`src/rtl/clk_div_chain_pkg.sv`:
```
`default_nettype none
// ============================================================================
// Module      : clk_div_chain_pkg
// Description : Shared constants for the divide-by-2 chain and its consumers.
// Revision    : 1.0 - initial release
// ============================================================================
package clk_div_chain_pkg;

    // Width of the divided-clock vector, also used by the mask/output stage
    localparam int SIG_GEN_WIDTH = 8;

endpackage : clk_div_chain_pkg
`default_nettype wire

```
`src/rtl/clk_div_chain_if.sv`:
```
`default_nettype none
// ============================================================================
// Module      : clk_div_chain_if
// Description : Carries the divided clock vector from the chain to its users.
// Revision    : 1.0 - initial release
// ============================================================================
interface clk_div_chain_if
    import clk_div_chain_pkg::*;
#(
    parameter int WIDTH = SIG_GEN_WIDTH
);

    logic [WIDTH-1:0] signal_gen_out;

    modport master (output signal_gen_out);
    modport slave  (input  signal_gen_out);

endinterface : clk_div_chain_if
`default_nettype wire

```
`src/rtl/clk_div_chain_toggle_stage.sv`:
```
`default_nettype none
// ============================================================================
// Module      : clk_div_chain_toggle_stage
// Description : Single T flip-flop with asynchronous active-low clear.
// Revision    : 1.0 - initial release
// ============================================================================
module clk_div_chain_toggle_stage (
    input  wire logic clk,
    input  wire logic rst_n,
    input  wire logic t,
    output logic      q
);

    logic r_q;

    always_ff @(posedge clk or negedge rst_n) begin
        if (!rst_n) begin
            r_q <= 1'b0;
        end else if (t) begin
            r_q <= ~r_q;
        end
    end

    assign q = r_q;

endmodule : clk_div_chain_toggle_stage
`default_nettype wire

```
`src/rtl/clk_div_chain.sv`:
```
`default_nettype none
// ============================================================================
// Module      : clk_div_chain
// Description : Free-running synchronous counter; bit k is clk/2^(k+1), 50% duty.
// Revision    : 1.0 - initial release
// ============================================================================
module clk_div_chain
    import clk_div_chain_pkg::*;
#(
    parameter int WIDTH = SIG_GEN_WIDTH
) (
    input  wire logic          clk,
    input  wire logic          rst_n,
    clk_div_chain_if.master    sig
);

    logic [WIDTH-1:0] w_cnt;
    logic [WIDTH-1:0] w_carry;

    // Carry chain: stage k toggles only when every lower stage is 1, so all
    // stages share one clock edge and the outputs come straight off flops.
    assign w_carry[0] = 1'b1;

    generate
        for (genvar k = 0; k < WIDTH; k++) begin : g_stage
            if (k > 0) begin : g_carry
                assign w_carry[k] = w_carry[k-1] & w_cnt[k-1];
            end

            clk_div_chain_toggle_stage u_stage (
                .clk   (clk),
                .rst_n (rst_n),
                .t     (w_carry[k]),
                .q     (w_cnt[k])
            );
        end
    endgenerate

    assign sig.signal_gen_out = w_cnt;

endmodule : clk_div_chain
`default_nettype wire

```
`src/flat_wrapper.sv`:
```
// flat-port wrapper written by rule: the top's interface ports become plain ports
module clk_div_chain_flat import clk_div_chain_pkg::*;
#(
    parameter int WIDTH = SIG_GEN_WIDTH
)
  (clk, rst_n, sig_signal_gen_out);
  clk_div_chain_if #(.WIDTH(WIDTH)) sig_i ();
  input  wire logic clk;
  input  wire logic rst_n;
  output wire logic [$bits(sig_i.signal_gen_out)-1:0] sig_signal_gen_out;
  assign sig_signal_gen_out = sig_i.signal_gen_out;
  clk_div_chain #(.WIDTH(WIDTH)) u_core (.clk(clk), .rst_n(rst_n), .sig(sig_i));
endmodule
```
`config.mk`:
```
export PLATFORM = sky130hd
export DESIGN_NAME = clk_div_chain_flat
export DESIGN_NICKNAME = d
export VERILOG_FILES = /design/src/rtl/clk_div_chain_pkg.sv /design/src/rtl/clk_div_chain_if.sv /design/src/rtl/clk_div_chain_toggle_stage.sv /design/src/rtl/clk_div_chain.sv /design/src/flat_wrapper.sv
export SDC_FILE = /design/constraint.sdc
export NUM_CORES = 1
export LEC_CHECK = 0
export CAP_MARGIN = 5
export CORE_AREA = 5 5 42 44
export CTS_BUF_LIST = sky130_fd_sc_hd__clkbuf_4 sky130_fd_sc_hd__clkbuf_8 sky130_fd_sc_hd__clkbuf_16
export DETAILED_ROUTE_END_ITERATION = 8
export DIE_AREA = 0 0 47 49
export GPL_TIMING_DRIVEN = 1
export HOLD_SLACK_MARGIN = 0.05
export PLACE_DENSITY = 0.51
export SYNTH_ARGS = -nofsm -noshare
export SYNTH_HDL_FRONTEND = slang
export SYNTH_SLANG_ARGS = --single-unit
```
`constraint.sdc`:
```
create_clock -name clk -period 1.15 [get_ports clk]
set_input_delay 0.345 -clock clk [delete_from_list [all_inputs] [get_ports clk]]
set_output_delay 0.345 -clock clk [all_outputs]
set_load 0.005 [all_outputs]
```
After elaboration in Yosys (flattened, before gate mapping)
Cells that the tools add are included.

Input port bits: 2. Flip-flop bits (word level): 8.

Bitwise logic cells: 14.

Operator list (number): $not 1->1 (8); $and 1x1->1 (6).

Longest topological paths before layout
Depth in word-level cells: 6. Gate-level depth with buffers: 3. Depth with buffers taken out: 3.

Modules after synthesis
A second synthesis with hierarchy kept.

Cell total of the unflattened synthesis: 24. Area, all modules: 326.6 µm².

Modules (own cells, without submodules): clk_div_chain_toggle_stage (area an instance 33.8 µm², sequential area each 25.0 µm², instances 8, cells each 2); clk_div_chain (area an instance 56.3 µm², sequential area each 0.0 µm², instances 1, cells each 8).

Least setup slack after synthesis
OpenSTA, ideal clock, no wires.

Path type: register to register. From: reg u_core.g_stage[0].u_stage.r_q. To: reg u_core.g_stage[7].u_stage.r_q. Path slack: 141 ps. Arrival time: 886 ps. Library setup time: 123 ps. Period minus slack after synthesis: 1009 ps. Cell stages (with the launch flop): 4. Path buffers: 0. Cells stage by stage: dfrtp_1 -> and4_4 -> nand4_2 -> xnor2_1.

Word-level cells in the longest chain between the ends: 6.

RTL lines: start: declaration (line clk_div_chain_toggle_stage.sv:14) `logic r_q;`; start signal: assignment (line clk_div_chain_toggle_stage.sv:20) `r_q <= ~r_q;`; $and 1x1->1 (6 in a row) (line clk_div_chain.sv:27) `assign w_carry[k] = w_carry[k-1] & w_cnt[k-1];`; end signal: assignment (line clk_div_chain_toggle_stage.sv:20); end: declaration (line clk_div_chain_toggle_stage.sv:14).

No other way between the ends. A chain may end at the register's enable or synchronous reset.

Final worst setup path
From: reg u_core.g_stage[2].u_stage.r_q. To: reg u_core.g_stage[4].u_stage.r_q.

Word-level cells in the longest chain between the ends: 2.

RTL lines (line): start: declaration (clk_div_chain_toggle_stage.sv:14); start signal: assignment (clk_div_chain_toggle_stage.sv:20); $and 1x1->1 (2 in a row) (clk_div_chain.sv:27); end signal: assignment (clk_div_chain_toggle_stage.sv:20); end: declaration (clk_div_chain_toggle_stage.sv:14).

No other way between the ends.

==> results.py <==
metrics = {
    "worst_setup_path": {
        "worstPathArrival_ns": 1.22,
        "critPathLaunchType": "register",
        "rrSetupSlack_ns": 0.06,
        "worstRegToRegCells": 4,
        "criticalPathCategory": "register to register",
        "critical_path_required_ns": 1.28,
        "r2r_end": "u_core.g_stage[4].u_stage.q$_DFFE_PN0N_",
        "r2r-start": "u_core.g_stage[2].u_stage.q$_DFFE_PN0N_",
        "critPathMaxFanout": 4,
        "endpoint_kind": "register",
    },
    "die": {
        "num_rows": 14,
        "initial_utilization_pct": 26.2,
        "coreArea_um2": 1400,
        "die_h_um": 49,
        "die-area_um2": 2300,
        "num_io_pins": 10,
        "fp.dieW_um": 47,
    },
    "worst_hold_path": {
        "hp-class": "primary input to asynchronous set/reset pin",
    },
    "logic_synthesis": {
        "synth_edf_count": 0,
        "yosys-top-cells-count": "8 x buf_4, 8 x dfrtp_1, 5 x xnor2_1",
        "synth_top_area_share_pct": 54.6,
        "synthArstFlopShare_pct": 100,
        "yosysTopAreaCell": "dfrtp_1",
        "synthSimpleGateAreaFrac_pct": 11.3,
        "synth_adder_area_share_pct": 0,
        "muxShareOfSynthArea_pct": 0,
        "ys.warnings.count": 0,
        "synth_xor_area_share_pct": 16.7,
        "synth.area.top_cells": "dfrtp_1 55%, buf_4 16%, xnor2_1 12%, xor2_1 4.8%, nand4_2 3.4%",
        "synth_top_family_by_area": "buffers and inverters",
        "ys_ff_latch": 8,
        "syn_inst": 30,
        "yosysSeqAreaShare_pct": 54.6,
        "synth_compound_area_share_pct": 0,
        "netlist_area_um2": 367,
        "yosys.cell_types.count": 9,
        "synth-main-ff-cell": "dfrtp_1",
        "syn_nets": 32,
        "syn_avg_cell_area_um2": 12.2,
    },
    "cells_and_area": {
        "seq_area_um2": 200,
        "nets": 48,
        "final_area_um2": 490,
        "multi_input_area_um2": 119,
        "largest_reg_flops": 8,
        "area_growth_pct": 33.8,
        "n_antenna_cell": 0,
        "fill_cells": 161,
        "drive_gt1_share_pct": 54.5,
    },
    "timing": {
        "slew_viol_final": 0,
        "whs_ns": 0.375,
        "worst_pin_slew_ns": 0.348,
        "hold_violations": 0,
        "post-route-period-util_pct": 94.8,
        "skew_ns": 0.000525,
        "fmax_ghz": 0.917,
        "tns_ns": 0,
        "finalCriticalPeriod_ns": 1.09,
        "rsz0062_at_grt": "no",
        "setup_viol": 0,
        "max_slew_margin_pct": 76.7,
    },
    "route": {
        "antenna_left": 0,
        "wl_um": 618,
        "viasPerCell": 3.93,
        "first_iter_violations": 0,
        "drcViolationCount": 0,
        "wire_per_inst_um": 10.3,
        "routed-via-count": 236,
        "first_pass_iters": 1,
    },
    "outcome": {
        "status": "completed",
    },
    "global_route": {
        "grt.overflow.total": 0,
        "grt_pass1_wl_mm": 1.02,
        "antenna_found_initial": 0,
        "grt_max_degree": 9,
        "grt_usage_pct": 6.82,
        "grt_pass1_vias": 252,
    },
    "clock_network": {
        "clock-sinks": 8,
        "cts_max_path_buffers": 2,
        "postCtsHoldBufs": 0,
        "ctsHtreeMaxLevel": 1,
        "tritoncts": "done",
        "root_buffer": "clkbuf_4",
        "insertion_delay_ns": 0.24,
        "cts_inserted_buffers": 3,
        "path_clk_slew_ns": 0.05,
    },
    "place": {
        "post-dp-hpwl_um": 476,
        "dpl_cell_area_um2": 477,
        "port_buffers": 9,
        "place_congestion": 0.636,
    },
    "run": {
        "maxCapViolCount": 0,
    },
    "power": {
        "power.static_leakage_nw": 0.241,
        "cellPowerDensity_nw_per_um2": 1000,
        "ir_drop_v": 0.000537,
    },
}
[placed cells by master, fill, tap and decap left out]
master and instances:
nand3_1 2, buf_4 10, inv_1 1, xnor2_2 1
clkdlybuf4s50_1 1, buf_2 7, nand4_4 1, and4_4 1
nand2_1 2, clkbuf_4 3, dfrtp_1 8, xnor2_1 4
clkbuf_2 1, xor2_1 2
[critical path: stages (launching register included)]
cell and delay (ns):
dfrtp_1 0.37, buf_4 0.14, and4_4 0.21, buf_4 0.13
xor2_1 0.13
[cell families after synthesis]
| group | after synthesis |
|---|---|
| DFF | 8 |
| xor gates and xnor gates | 7 |
| and+or+nand+nor | 6 |
| buffers and inverters | 9 |
[stage by stage]
stage               setup slack (ns)  utilization, %  total power, mW  instances
floorplan                      0.141               -            0.287         30
global placement             -0.0262            34.0            0.295         55
detailed placement           -0.0393            34.0            0.295         55
CTS                          -0.0290            34.2            0.506         60
global route                 0.00897            35.0            0.528         60
finish                        0.0597            35.0            0.490         60
[routing by layer]
layer / vias up / track usage (%) / wire (um)
li1: 118 / - / -
met4: 0 / 5.53 / 12
met2: 7 / 9.50 / 300
met5: - / 0 / 0
met3: 2 / 4.43 / 50
met1: 109 / 6.79 / 255
[power breakdown]
group | leakage [nW] | internal, mW | total [mW] | switching (mW)
logic | 0.130 | 0.00301 | 0.00802 | 0.00502
registers | 0.0973 | 0.282 | 0.282 | 0
clock network | 0.0138 | 0.118 | 0.200 | 0.0817
total | 0.241 | 0.404 | 0.490 | 0.0867
[cell type report]
type / count / area share (%)
inverter: 1 / 0.765
tap: 16 / 4.08
timing repair buffer: 19 / 25.5
sequential: 8 / 40.8
clock buffer: 3 / 4.59
multi-input combinational: 13 / 24.2
[worst max-delay path by stage]
stage / start / end / slack (ns) / depth (start not counted)
after floorplan: u_core.g_stage[0].u_stage.q$_DFF_PN0_ / u_core.g_stage[7].u_stage.q$_DFFE_PN0P_ / 0.14 / 3
after global placement: u_core.g_stage[3].u_stage.q$_DFFE_PN0N_ / sig_signal_gen_out[3] / -0.03 / 1
after detailed placement: u_core.g_stage[3].u_stage.q$_DFFE_PN0N_ / sig_signal_gen_out[3] / -0.04 / 1
after CTS: u_core.g_stage[7].u_stage.q$_DFFE_PN0P_ / sig_signal_gen_out[7] / -0.03 / 1
after global routing: u_core.g_stage[1].u_stage.q$_DFFE_PN0P_ / sig_signal_gen_out[1] / 0.009 / 1
final: u_core.g_stage[2].u_stage.q$_DFFE_PN0N_ / u_core.g_stage[4].u_stage.q$_DFFE_PN0N_ / 0.06 / 4
[what timing repair did]
| item | in CTS | in global routing |
|---|---|---|
| gates resized for setup | 30 | 3 |
| gates cloned | 0 | 0 |
| pin swaps | 0 | 2 |
| setup buffers | 2 | 1 |
| endpoints found under the setup margin | 8 | 4 |
No activity file was read; power rests on OpenSTA's default activity.
